$ cat src/rtl/cmp_pkg.sv
// Shared types and helpers for the time-shared comparator arbiter.
package cmp_pkg;

    typedef enum logic [1:0] {
        IDLE    = 2'b00,
        COMPARE = 2'b01,
        RESPOND = 2'b10
    } state_t;

    localparam int unsigned DEF_WIDTH = 8;
    localparam int unsigned DEF_CNT_W = 16;
    localparam int unsigned MAX_REQ   = 8;

    // First asserted valid at or above ptr, wrapping modulo num_req.
    function automatic int unsigned next_rr(input int unsigned ptr,
                                            input logic [MAX_REQ-1:0] valid,
                                            input int unsigned num_req);
        int unsigned grant;
        int unsigned idx;
        logic [2:0]  idx3;
        logic        found;
        grant = ptr;
        found = 1'b0;
        for (int unsigned k = 0; k < MAX_REQ; k++) begin
            idx  = (ptr + k) % num_req;
            idx3 = 3'(idx);
            if (k < num_req && !found && valid[idx3]) begin
                grant = idx;
                found = 1'b1;
            end
        end
        return grant;
    endfunction

endpackage

$ cat src/rtl/cmp_ge.sv
// Unsigned magnitude comparator; the single resource shared by all requesters.
module cmp_ge #(
    parameter int unsigned WIDTH = 8
) (
    input  logic [WIDTH-1:0] a,
    input  logic [WIDTH-1:0] b,
    output logic             ge
);

    assign ge = (a >= b);

endmodule

$ cat src/rtl/cmp_share_arb.sv
// Round-robin arbiter time-sharing one a>=b comparator among NUM_REQ requesters,
// returning ID-tagged results over a valid/ready response channel.
module cmp_share_arb
    import cmp_pkg::*;
#(
    parameter int unsigned NUM_REQ = 4,
    parameter int unsigned WIDTH   = DEF_WIDTH,
    parameter int unsigned ID_W    = $clog2(NUM_REQ),
    parameter int unsigned CNT_W   = DEF_CNT_W
) (
    input  logic                     clk,
    input  logic                     rst_n,
    input  logic [NUM_REQ-1:0]       req_valid,
    output logic [NUM_REQ-1:0]       req_ready,
    input  logic [NUM_REQ*WIDTH-1:0] req_a,
    input  logic [NUM_REQ*WIDTH-1:0] req_b,
    output logic                     rsp_valid,
    input  logic                     rsp_ready,
    output logic                     rsp_ge,
    output logic [ID_W-1:0]          rsp_id,
    output logic                     busy,
    input  logic                     cnt_clr,
    output logic [CNT_W-1:0]         op_count
);

    state_t              state, state_nxt;
    logic [ID_W-1:0]     rr_ptr;
    logic [ID_W-1:0]     op_id;
    logic [ID_W-1:0]     grant;
    logic [WIDTH-1:0]    op_a, op_b;
    logic [MAX_REQ-1:0]  valid_ext;
    logic                ge;
    logic                do_grant;
    logic                rsp_hs;

    cmp_ge #(.WIDTH(WIDTH)) u_ge (
        .a  (op_a),
        .b  (op_b),
        .ge (ge)
    );

    always_comb begin
        valid_ext                = '0;
        valid_ext[NUM_REQ-1:0]   = req_valid;
        grant     = ID_W'(next_rr(32'(rr_ptr), valid_ext, NUM_REQ));
        // Gating with rst_n keeps req_ready low for the whole reset interval.
        do_grant  = (state == IDLE) && (|req_valid) && rst_n;
        req_ready = do_grant ? (NUM_REQ'(1) << grant) : '0;
        rsp_hs    = rsp_valid && rsp_ready;
        busy      = (state != IDLE);
    end

    always_comb begin
        state_nxt = state;
        unique case (state)
            IDLE:    if (do_grant) state_nxt = COMPARE;
            COMPARE: state_nxt = RESPOND;
            RESPOND: if (rsp_hs) state_nxt = IDLE;
            default: state_nxt = IDLE;
        endcase
    end

    always_ff @(posedge clk or negedge rst_n) begin
        if (!rst_n) begin
            state <= IDLE;
        end else begin
            state <= state_nxt;
        end
    end

    always_ff @(posedge clk or negedge rst_n) begin
        if (!rst_n) begin
            op_a  <= '0;
            op_b  <= '0;
            op_id <= '0;
        end else if (do_grant) begin
            op_a  <= req_a[grant*WIDTH +: WIDTH];
            op_b  <= req_b[grant*WIDTH +: WIDTH];
            op_id <= grant;
        end
    end

    always_ff @(posedge clk or negedge rst_n) begin
        if (!rst_n) begin
            rsp_valid <= 1'b0;
            rsp_ge    <= 1'b0;
            rsp_id    <= '0;
            rr_ptr    <= '0;
        end else if (state == COMPARE) begin
            rsp_valid <= 1'b1;
            rsp_ge    <= ge;
            rsp_id    <= op_id;
        end else if (rsp_hs) begin
            rsp_valid <= 1'b0;
            rr_ptr    <= (op_id == ID_W'(NUM_REQ - 1)) ? '0 : op_id + 1'b1;
        end
    end

    always_ff @(posedge clk or negedge rst_n) begin
        if (!rst_n) begin
            op_count <= '0;
        end else if (cnt_clr) begin
            op_count <= '0;
        end else if (rsp_hs && (op_count != '1)) begin
            op_count <= op_count + 1'b1;
        end
    end

endmodule

$ cat config.mk
export PLATFORM = sky130hd
export DESIGN_NAME = cmp_share_arb
export DESIGN_NICKNAME = d
export VERILOG_FILES = /design/src/rtl/cmp_pkg.sv /design/src/rtl/cmp_ge.sv /design/src/rtl/cmp_share_arb.sv
export SDC_FILE = /design/constraint.sdc
export NUM_CORES = 1
export LEC_CHECK = 0
export BUFFER_PORTS_ARGS = -buffer_cell sky130_fd_sc_hd__buf_2
export CELL_PAD_IN_SITES_DETAIL_PLACEMENT = 0
export CELL_PAD_IN_SITES_GLOBAL_PLACEMENT = 1
export CORE_MARGIN = 8
export CORE_UTILIZATION = 30
export CTS_CLUSTER_SIZE = 16
export DETAILED_ROUTE_END_ITERATION = 8
export HOLD_SLACK_MARGIN = 0.12
export MAX_ROUTING_LAYER = met4
export PLACE_DENSITY_LB_ADDON = 0.15
export SLEW_MARGIN = 20
export SYNTH_ARGS = -nofsm -noshare
export SYNTH_HDL_FRONTEND = slang
export SYNTH_SLANG_ARGS = --single-unit
$ cat constraint.sdc
create_clock -name clk -period 5.05 [get_ports clk]
set_clock_uncertainty 0.15 [all_clocks]
set_input_delay 1.01 -clock clk [delete_from_list [all_inputs] [get_ports clk]]
set_output_delay 1.01 -clock clk [all_outputs]
set_load 0.005 [all_outputs]
==> flow_metrics.tcl, run 1 <==
set metrics [dict create \
    synth_edf_count 0 \
    maxCapViolCount 0 \
    start_kind "input pin" \
    synthCells 283 \
    diodes 0 \
    ys_top_cells_by_count "dfrtp_1, o211ai_1, inv_1" \
    synth.most_common_cell "dfrtp_1" \
    post-route-period-util_pct 75.5 \
    die_w_um 112 \
    portBuffers 96 \
    grt.total_usage_pct 13.4 \
    r2r-end "op_a[6]" \
    rows 35 \
    dpl.hpwl_mm 6.23 \
    initial_core_util_pct 30.6 \
    ys_seq_area_share_pct 37.7 \
    worstSetupEndpointType "output port" \
    grt_max_degree 43 \
    wl_per_cell_um 16.1 \
    p_leak_nw 1.64 \
    drc 0 \
    ff2ff_path_depth 6 \
    utilization_pct 38.4 \
    area_delta_synth_final_pct 25.6 \
    vias 2384 \
    peakVddDrop_mv 0.143 \
    insertion_delay_ns 0.29 \
    via_per_inst 4.87 \
    hold_viol_final 0 \
    grt.overflow.total 0 \
    drtPass1Iterations 4 \
    avgSynthCellArea_sq_um 9.84 \
    hp-start "rsp_id[1]" \
    final_nets 460 \
    reg2reg_slack_ns 2.57 \
    clk_pin_slew_ns 0.08 \
    status "finished clean" \
    hold_end "rsp_id[1]" \
    worstSetupPathType "input pin to output port" \
    cts.sinks 42 \
    slew_headroom_pct 46.3 \
    finalMaxSlewViolations 0 \
    period_needed_ns 3.81 \
    wl_mm 7.91 \
    worstPathArrival_ns 2.65 \
    async_flop_share_pct 100 \
    cp_max_fo 18 \
    cts_setup_buffers 0 \
    placedInstanceArea_sq_um 3390 \
    cts_tree "done" \
    antenna_left 0 \
    cts.repair.resized 0 \
    yosys_warnings 0 \
    grt_pass1_wl_mm 13.5 \
    coreArea_sq_um 9110 \
    hp-class "flip-flop to flip-flop" \
    setup_viol 0 \
    cts_max_level 2 \
    cp.required_ns 3.89 \
    die-area_sq_um 12600 \
    finalSetupTns_ns 0 \
    gp_congestion 0.731 \
    drt-initial-drc-count 100 \
    synth_flop_cell "dfrtp_1" \
    layout-drive-gt1-share_pct 34.0 \
    fillers 954 \
    ios 97 \
    grt_pass1_vias 2652 \
    cts-root-buf "clkbuf_8" \
    design_area_sq_um 3500 \
    holdBufCountCts 0 \
    ys_top_cells_by_area "dfrtp_1, o211ai_1, o221a_1, mux2_4, ha_1" \
    cts_max_path_buffers 2 \
    crit-reg2reg-launch "state[0]" \
    netlist.area_leader.share_pct 37.7 \
    cts_made_buffers 5 \
    syn-num-nets 365 \
    synth-seq-cells 42 \
    syn_area_sq_um 2790 \
    rsz0062_at_grt "no" \
    tightest_slew_ns 0.805 \
    antenna_found_initial 0 \
    powerDensity_nw_per_um2 405 \
    synth_top_area_cell "dfrtp_1" \
    die_h_um 112 \
    yosysUniqueCellTypes 46 \
    hold_path_depth 2 \
    max_freq_ghz 0.262 \
]
==> final cells by class <==
type / instances / area (sq um) / area share, %
clock buffers: 5 / 68.8 / 1.97
clock inverters: 3 / 40.0 / 1.14
inverters: 29 / 109 / 3.11
multi-input cells: 196 / 1550 / 44.3
flip-flops and latches: 42 / 1050 / 30.0
well taps: 111 / 139 / 3.97
repair buffers: 104 / 541 / 15.5
==> worst max-delay path: stages <==
cell	delay, ns
buf_2	0.14
nor4_1	0.08
nor3b_2	0.63
o21ai_2	0.43
nor2_1	0.21
buf_2	0.14
==> logic make-up (layout without fill, tap and decap cells) <==
kind of cell	after synthesis	in the layout	synth area share [%]
AO/OA/AOI/OAI	79	79	24.2
XOR/XNOR	13	13	4.09
adder cells (fa/ha/maj)	10	10	4.49
buffers and inverters	45	141	6.60
flip-flops	42	42	37.7
multiplexers	20	20	9.21
AND/OR/NAND/NOR	74	74	13.7
==> per-stage QoR <==
stage	power, mW	hold WS, ns	worst slack [ns]	cells
after floorplan	0.974	0.316	1.71	283
after CTS	1.44	0.331	1.18	490
after global routing	1.55	0.370	1.07	490
after detailed placement	1.17	0.312	1.20	482
after global placement	1.16	0.307	1.30	482
final	1.42	0.323	1.24	490
==> layout by cell type, fill, tap and decap left out, types with 3 or more instances in the layout <==
cell | Yosys | final
o221a_1 | 16 | 16
nor2_1 | 20 | 20
a211oi_1 | 8 | 8
ha_1 | 10 | 10
mux2_4 | 9 | 9
a21oi_1 | 5 | 5
xnor2_1 | 13 | 13
mux2_1 | 8 | 8
nand4_1 | 5 | 5
o21ai_0 | 6 | 6
nor3_1 | 6 | 6
o211ai_1 | 32 | 32
and3_1 | 4 | 4
nor2b_1 | 3 | 3
dfrtp_1 | 42 | 42
clkbuf_8 | 0 | 5
nand3_1 | 5 | 5
nand2_1 | 17 | 17
inv_1 | 28 | 28
buf_2 | 6 | 96
nand2b_1 | 3 | 3
buf_4 | 0 | 8
==> worst max path at each step <==
stage                  from           end  slack [ns]  depth (start not counted)
6_report       req_valid[0]  req_ready[2]        1.24                          6
5_1_grt        req_valid[3]  req_ready[2]        1.07                          6
4_1_cts        req_valid[0]  req_ready[2]        1.18                          6
3_5_place_dp   req_valid[0]  req_ready[2]        1.20                          6
3_3_place_gp   req_valid[0]  req_ready[2]        1.30                          6
2_1_floorplan  req_valid[0]  req_ready[1]        1.71                          6
==> flip-flops by register name, indices dropped and copies added, names as in the netlist <==
name and cells:
op_count 16, op_a 8, op_b 8, op_id 2, rr_ptr 2, rsp_id 2, state 2, rsp_ge 1
rsp_valid 1
==> layer usage <==
layer | global-route usage, % | share of wire (%)
met3 | 2.63 | 3.2
met2 | 20.6 | 47
met4 | 3.24 | 1.0
met1 | 17.8 | 49
met5 | - | 0
==> power by group <==
group          internal, mW  switching, mW
combinational         0.314          0.318
sequential            0.440         0.0775
clock                 0.146          0.119
(Power assumes the default switching activity.)
==> run 2: changes to the inputs <==
Clock period 5.05 ns to 3.4 ns, I/O delays scaled along.
==> run 2 against run 1 <==
Net effect:
- wire length increased by 0.37%
- first-iteration DRC count decreased by 44%
- sequential cell count unchanged
- die area unchanged
- design area increased by 0.11%
- global-route usage decreased by 0.13 points
- final cell count decreased by 0.20%
==> flow_metrics.tcl, run 2 (same netlist as run 1, synthesis figures left out) <==
set metrics [dict create \
    worstSetupEndpointType "output port" \
    maxCapViolCount 0 \
    cts_setup_buffers 0 \
    wl_per_cell_um 16.2 \
    antenna_found_initial 0 \
    hp-class "input pin to asynchronous set/reset pin" \
    max_freq_ghz 0.314 \
    drc 0 \
    grt.overflow.total 0 \
    fin_ws_ns 0.212 \
    via_per_inst 4.96 \
    ios 97 \
    die_h_um 112 \
    grt_pass1_wl_mm 13.2 \
    fillers 970 \
    crit-reg2reg-launch "rr_ptr[1]" \
    rows 35 \
    gr-max-usage-layer "met2" \
    start_kind "input pin" \
    grt_max_degree 43 \
    design_area_sq_um 3500 \
    rsz0062_at_grt "no" \
    initial_core_util_pct 30.6 \
    post-route-period-util_pct 93.8 \
    p_leak_nw 1.64 \
    ff2ff_path_depth 5 \
    gp_congestion 0.741 \
    worstSetupPathType "input pin to output port" \
    die-area_sq_um 12600 \
    period_needed_ns 3.19 \
    top_register "op_count" \
    powerDensity_nw_per_um2 605 \
    finalSetupTns_ns 0 \
    final_nets 460 \
    hold-worst-slack_ns 0.320 \
    cts-root-buf "clkbuf_8" \
    cp_max_fo 19 \
    worstPathArrival_ns 2.36 \
    vias 2426 \
    tightest_slew_ns 0.824 \
    largest_reg_flops 16 \
    grt.total_usage_pct 13.3 \
    drt-initial-drc-count 56 \
    met1_usage_pct 16.7 \
    portBuffers 96 \
    cts_tree "done" \
    die_w_um 112 \
    antenna_left 0 \
    grt_pass1_vias 2636 \
    holdBufCountCts 0 \
    cts.sinks 42 \
    placedInstanceArea_sq_um 3390 \
    final_cells 489 \
    placed_cells 482 \
    slew_headroom_pct 45.0 \
    insertion_delay_ns 0.30 \
    biggestRegsByFlops "op_count (16), op_a (8), op_b (8)" \
    reg2reg_slack_ns 1.13 \
    cts.repair.resized 0 \
    layout-drive-gt1-share_pct 33.9 \
    drtPass1Iterations 4 \
    r2r-end "op_b[6]" \
    coreArea_sq_um 9110 \
    dpl.hpwl_mm 6.19 \
    dp_slack_ns 0.192 \
    diodes 0 \
    finalMaxSlewViolations 0 \
    cp.required_ns 2.57 \
    peakVddDrop_mv 0.227 \
    final_common_cell "buf_2" \
    area_delta_synth_final_pct 25.7 \
    wl_mm 7.94 \
    setup_viol 0 \
    cts_max_level 2 \
    status "finished clean" \
    clk_pin_slew_ns 0.07 \
    cts_max_path_buffers 2 \
    final_cell_mix "buf_2, dfrtp_1, o211ai_1" \
    met2_usage_pct 21.2 \
    cts_made_buffers 5 \
    hold_viol_final 0 \
    grtUsageMet3_pct 2.90 \
]
[run 2: cell types whose count changed in the layout (fill, tap and decap cells not counted)]
cell,change
clkbuf_8,+1
clkinv_2,-2
[run 2: worst max path at each step]
stage | from | end | slack (ns) | cells after the start
floorplan | req_valid[0] | req_ready[1] | 0.72 | 6
global placement | req_valid[3] | req_ready[1] | 0.31 | 6
detailed placement | req_valid[2] | req_ready[1] | 0.19 | 6
CTS | req_valid[2] | req_ready[1] | 0.18 | 6
global route | req_valid[3] | req_ready[1] | 0.09 | 6
finish | req_valid[2] | req_ready[1] | 0.21 | 6
[run 2: power breakdown]
part	leakage (nW)	switching, mW	internal, mW
Combinational	1.06	0.467	0.466
Clock	0.0573	0.174	0.235
Sequential	0.523	0.121	0.654
Total	1.64	0.762	1.36
[run 2: metal layers]
metal / share of wire, % / up-vias
met5: 0 / -
met4: 1.1 / 0
met3: 4.4 / 8
met2: 47 / 66
met1: 48 / 1124
li1: - / 1228
[run 2: metrics by stage]
step	util, %	power, mW
final	38.4	2.12
after global routing	38.4	2.31
after CTS	38.4	2.16
after detailed placement	37.2	1.74
after global placement	37.2	1.73
after floorplan	-	1.45
[run 2: critical path: stages]
cell and delay [ns]:
buf_2 0.13, nor3_1 0.36, a2111oi_4 0.11, nor3b_4 0.72
and2_1 0.23, buf_2 0.12
[run 2: cell type report]
type                            instances  area [sq um]  area share, %
Sequential cell                        42          1050           30.0
Inverter                               29           109           3.11
Multi-Input combinational cell        196          1550           44.3
Clock buffer                            6          82.6           2.36
Tap cell                              111           139           3.97
Clock inverter                          1          30.0          0.857
Timing Repair Buffer                  104           541           15.4
==> run 3: changes to the inputs <==
Settings changed: BUFFER_PORTS_ARGS -buffer_cell sky130_fd_sc_hd__buf_2 to not set, CORE_UTILIZATION 30 to 43, DONT_BUFFER_PORTS set to 1.
==> run 3 against run 2 <==
Net effect:
- register-to-register slack improved by 0.03 ns
- die area fell by 26%
- first-iteration DRC count grew 41%
- power down 8.7%
- via count shrank 14%
- critical endpoint is now req_ready[2]
- largest cell class unchanged
==> flow_metrics.tcl, run 3 (same netlist as run 1, synthesis figures left out) <==
set metrics [dict create \
    drc 0 \
    antenna_found_initial 0 \
    fillers 616 \
    worstSetupEndpointType "output port" \
    dpl.hpwl_mm 5.33 \
    start_kind "flip-flop" \
    gr-max-usage-layer "met2" \
    grt_pass1_wl_mm 11.1 \
    status "finished clean" \
    wl_mm 7.00 \
    initial_core_util_pct 44.1 \
    area_delta_synth_final_pct 6.56 \
    regArea_sq_um 1050 \
    die-area_sq_um 9310 \
    powerDensity_nw_per_um2 651 \
    met1_usage_pct 20.7 \
    period_needed_ns 2.81 \
    via_per_inst 5.80 \
    antenna_left 0 \
    peakVddDrop_mv 0.286 \
    hp-class "input pin to flip-flop" \
    maxCapViolCount 0 \
    cts_made_buffers 5 \
    drtPass1Iterations 4 \
    grt.total_usage_pct 15.8 \
    slew_headroom_pct 50.8 \
    rsz0062_at_grt "no" \
    ff2ff_path_depth 6 \
    final_nets 365 \
    worstSetupPathType "flip-flop to output port" \
    insertion_delay_ns 0.29 \
    vias 2089 \
    biggestRegsByFlops "op_count (16), op_a (8), op_b (8)" \
    hold-worst-slack_ns 0.295 \
    grt_pass1_vias 2216 \
    met2_usage_pct 23.8 \
    worstPathArrival_ns 1.98 \
    setup_viol 0 \
    die_w_um 96.5 \
    wl_per_cell_um 19.5 \
    final_common_cell "dfrtp_1" \
    tightest_slew_ns 0.738 \
    reg2reg_slack_ns 1.16 \
    max_freq_ghz 0.356 \
    cts_tree "done" \
    clk_pin_slew_ns 0.08 \
    drt-initial-drc-count 79 \
    fin_ws_ns 0.593 \
    dp_slack_ns 0.684 \
    hold_viol_final 0 \
    finalMaxSlewViolations 0 \
    p_leak_nw 1.22 \
    cts_max_path_buffers 2 \
    utilization_pct 47.0 \
    ios 97 \
    cts.sinks 42 \
    coreArea_sq_um 6310 \
    layout-drive-gt1-share_pct 11.3 \
    rows 29 \
    cts_max_level 2 \
    grt_max_degree 43 \
    cts-root-buf "clkbuf_8" \
    final_cell_mix "dfrtp_1, o211ai_1, inv_1" \
    largest_reg_flops 16 \
    top_register "op_count" \
    cp_max_fo 18 \
    post-route-period-util_pct 82.6 \
    portBuffers 0 \
    cp.required_ns 2.57 \
    finalSetupTns_ns 0 \
    die_h_um 96.5 \
    multi_input_area_sq_um 1550 \
    gp_congestion 0.757 \
    grt.overflow.total 0 \
    grtUsageMet3_pct 3.40 \
    hold_path_depth 1 \
    diodes 0 \
]
==> run 3: final timing paths <==
| kind | startpoint | to |
|---|---|---|
| worst max-delay path | rr_ptr[1] | req_ready[2] |
| worst min-delay path | cnt_clr | op_count[6] |
| worst max register to register | state[0] | op_b[4] |
| worst min register to register | rsp_id[0] | rsp_id[0] |
| max in group asynchronous | rst_n | op_count[1] |
| min in group asynchronous | rst_n | op_count[11] |
==> run 3: per-stage QoR <==
step                      power (mW)  std cells  cell area, sq um
after floorplan                 1.45        283              2790
after global placement          1.62        351              2860
after detailed placement        1.63        351              2860
after CTS                       1.96        360              2970
after global routing            2.10        360              2970
final                           1.93        360              2970
==> run 3: timing repair <==
item                                    CTS  global route
hold buffers                              2             0
endpoints found under the setup margin    0             0
gates resized for setup                   0             0
setup buffers                             0             0
hold endpoints to repair                 42             0
==> run 3: worst max-delay path, stage by stage, from the launching register on <==
cell and delay, ns:
dfrtp_1 0.46, and3b_1 0.26, a2111oi_4 0.44, o21ai_2 0.31
nor2_1 0.22
==> run 3: routing by layer <==
metal | share of wire (%) | up-vias
met5 | 0 | -
met4 | 1.2 | 0
met3 | 6.3 | 5
li1 | - | 1039
met1 | 46 | 962
met2 | 46 | 83
==> run 3: power breakdown <==
| part | switching, mW | internal, mW |
|---|---|---|
| Combinational | 0.426 | 0.421 |
| Clock | 0.164 | 0.138 |
| Sequential | 0.129 | 0.654 |
==> run 3: cell type report <==
cell class / instances / share of cell area, %
Clock inverter: 2 / 0.337
Timing Repair Buffer: 9 / 2.78
Inverter: 29 / 3.67
Tap cell: 77 / 3.25
Sequential cell: 42 / 35.4
Multi-Input combinational cell: 196 / 52.2
Clock buffer: 5 / 2.32
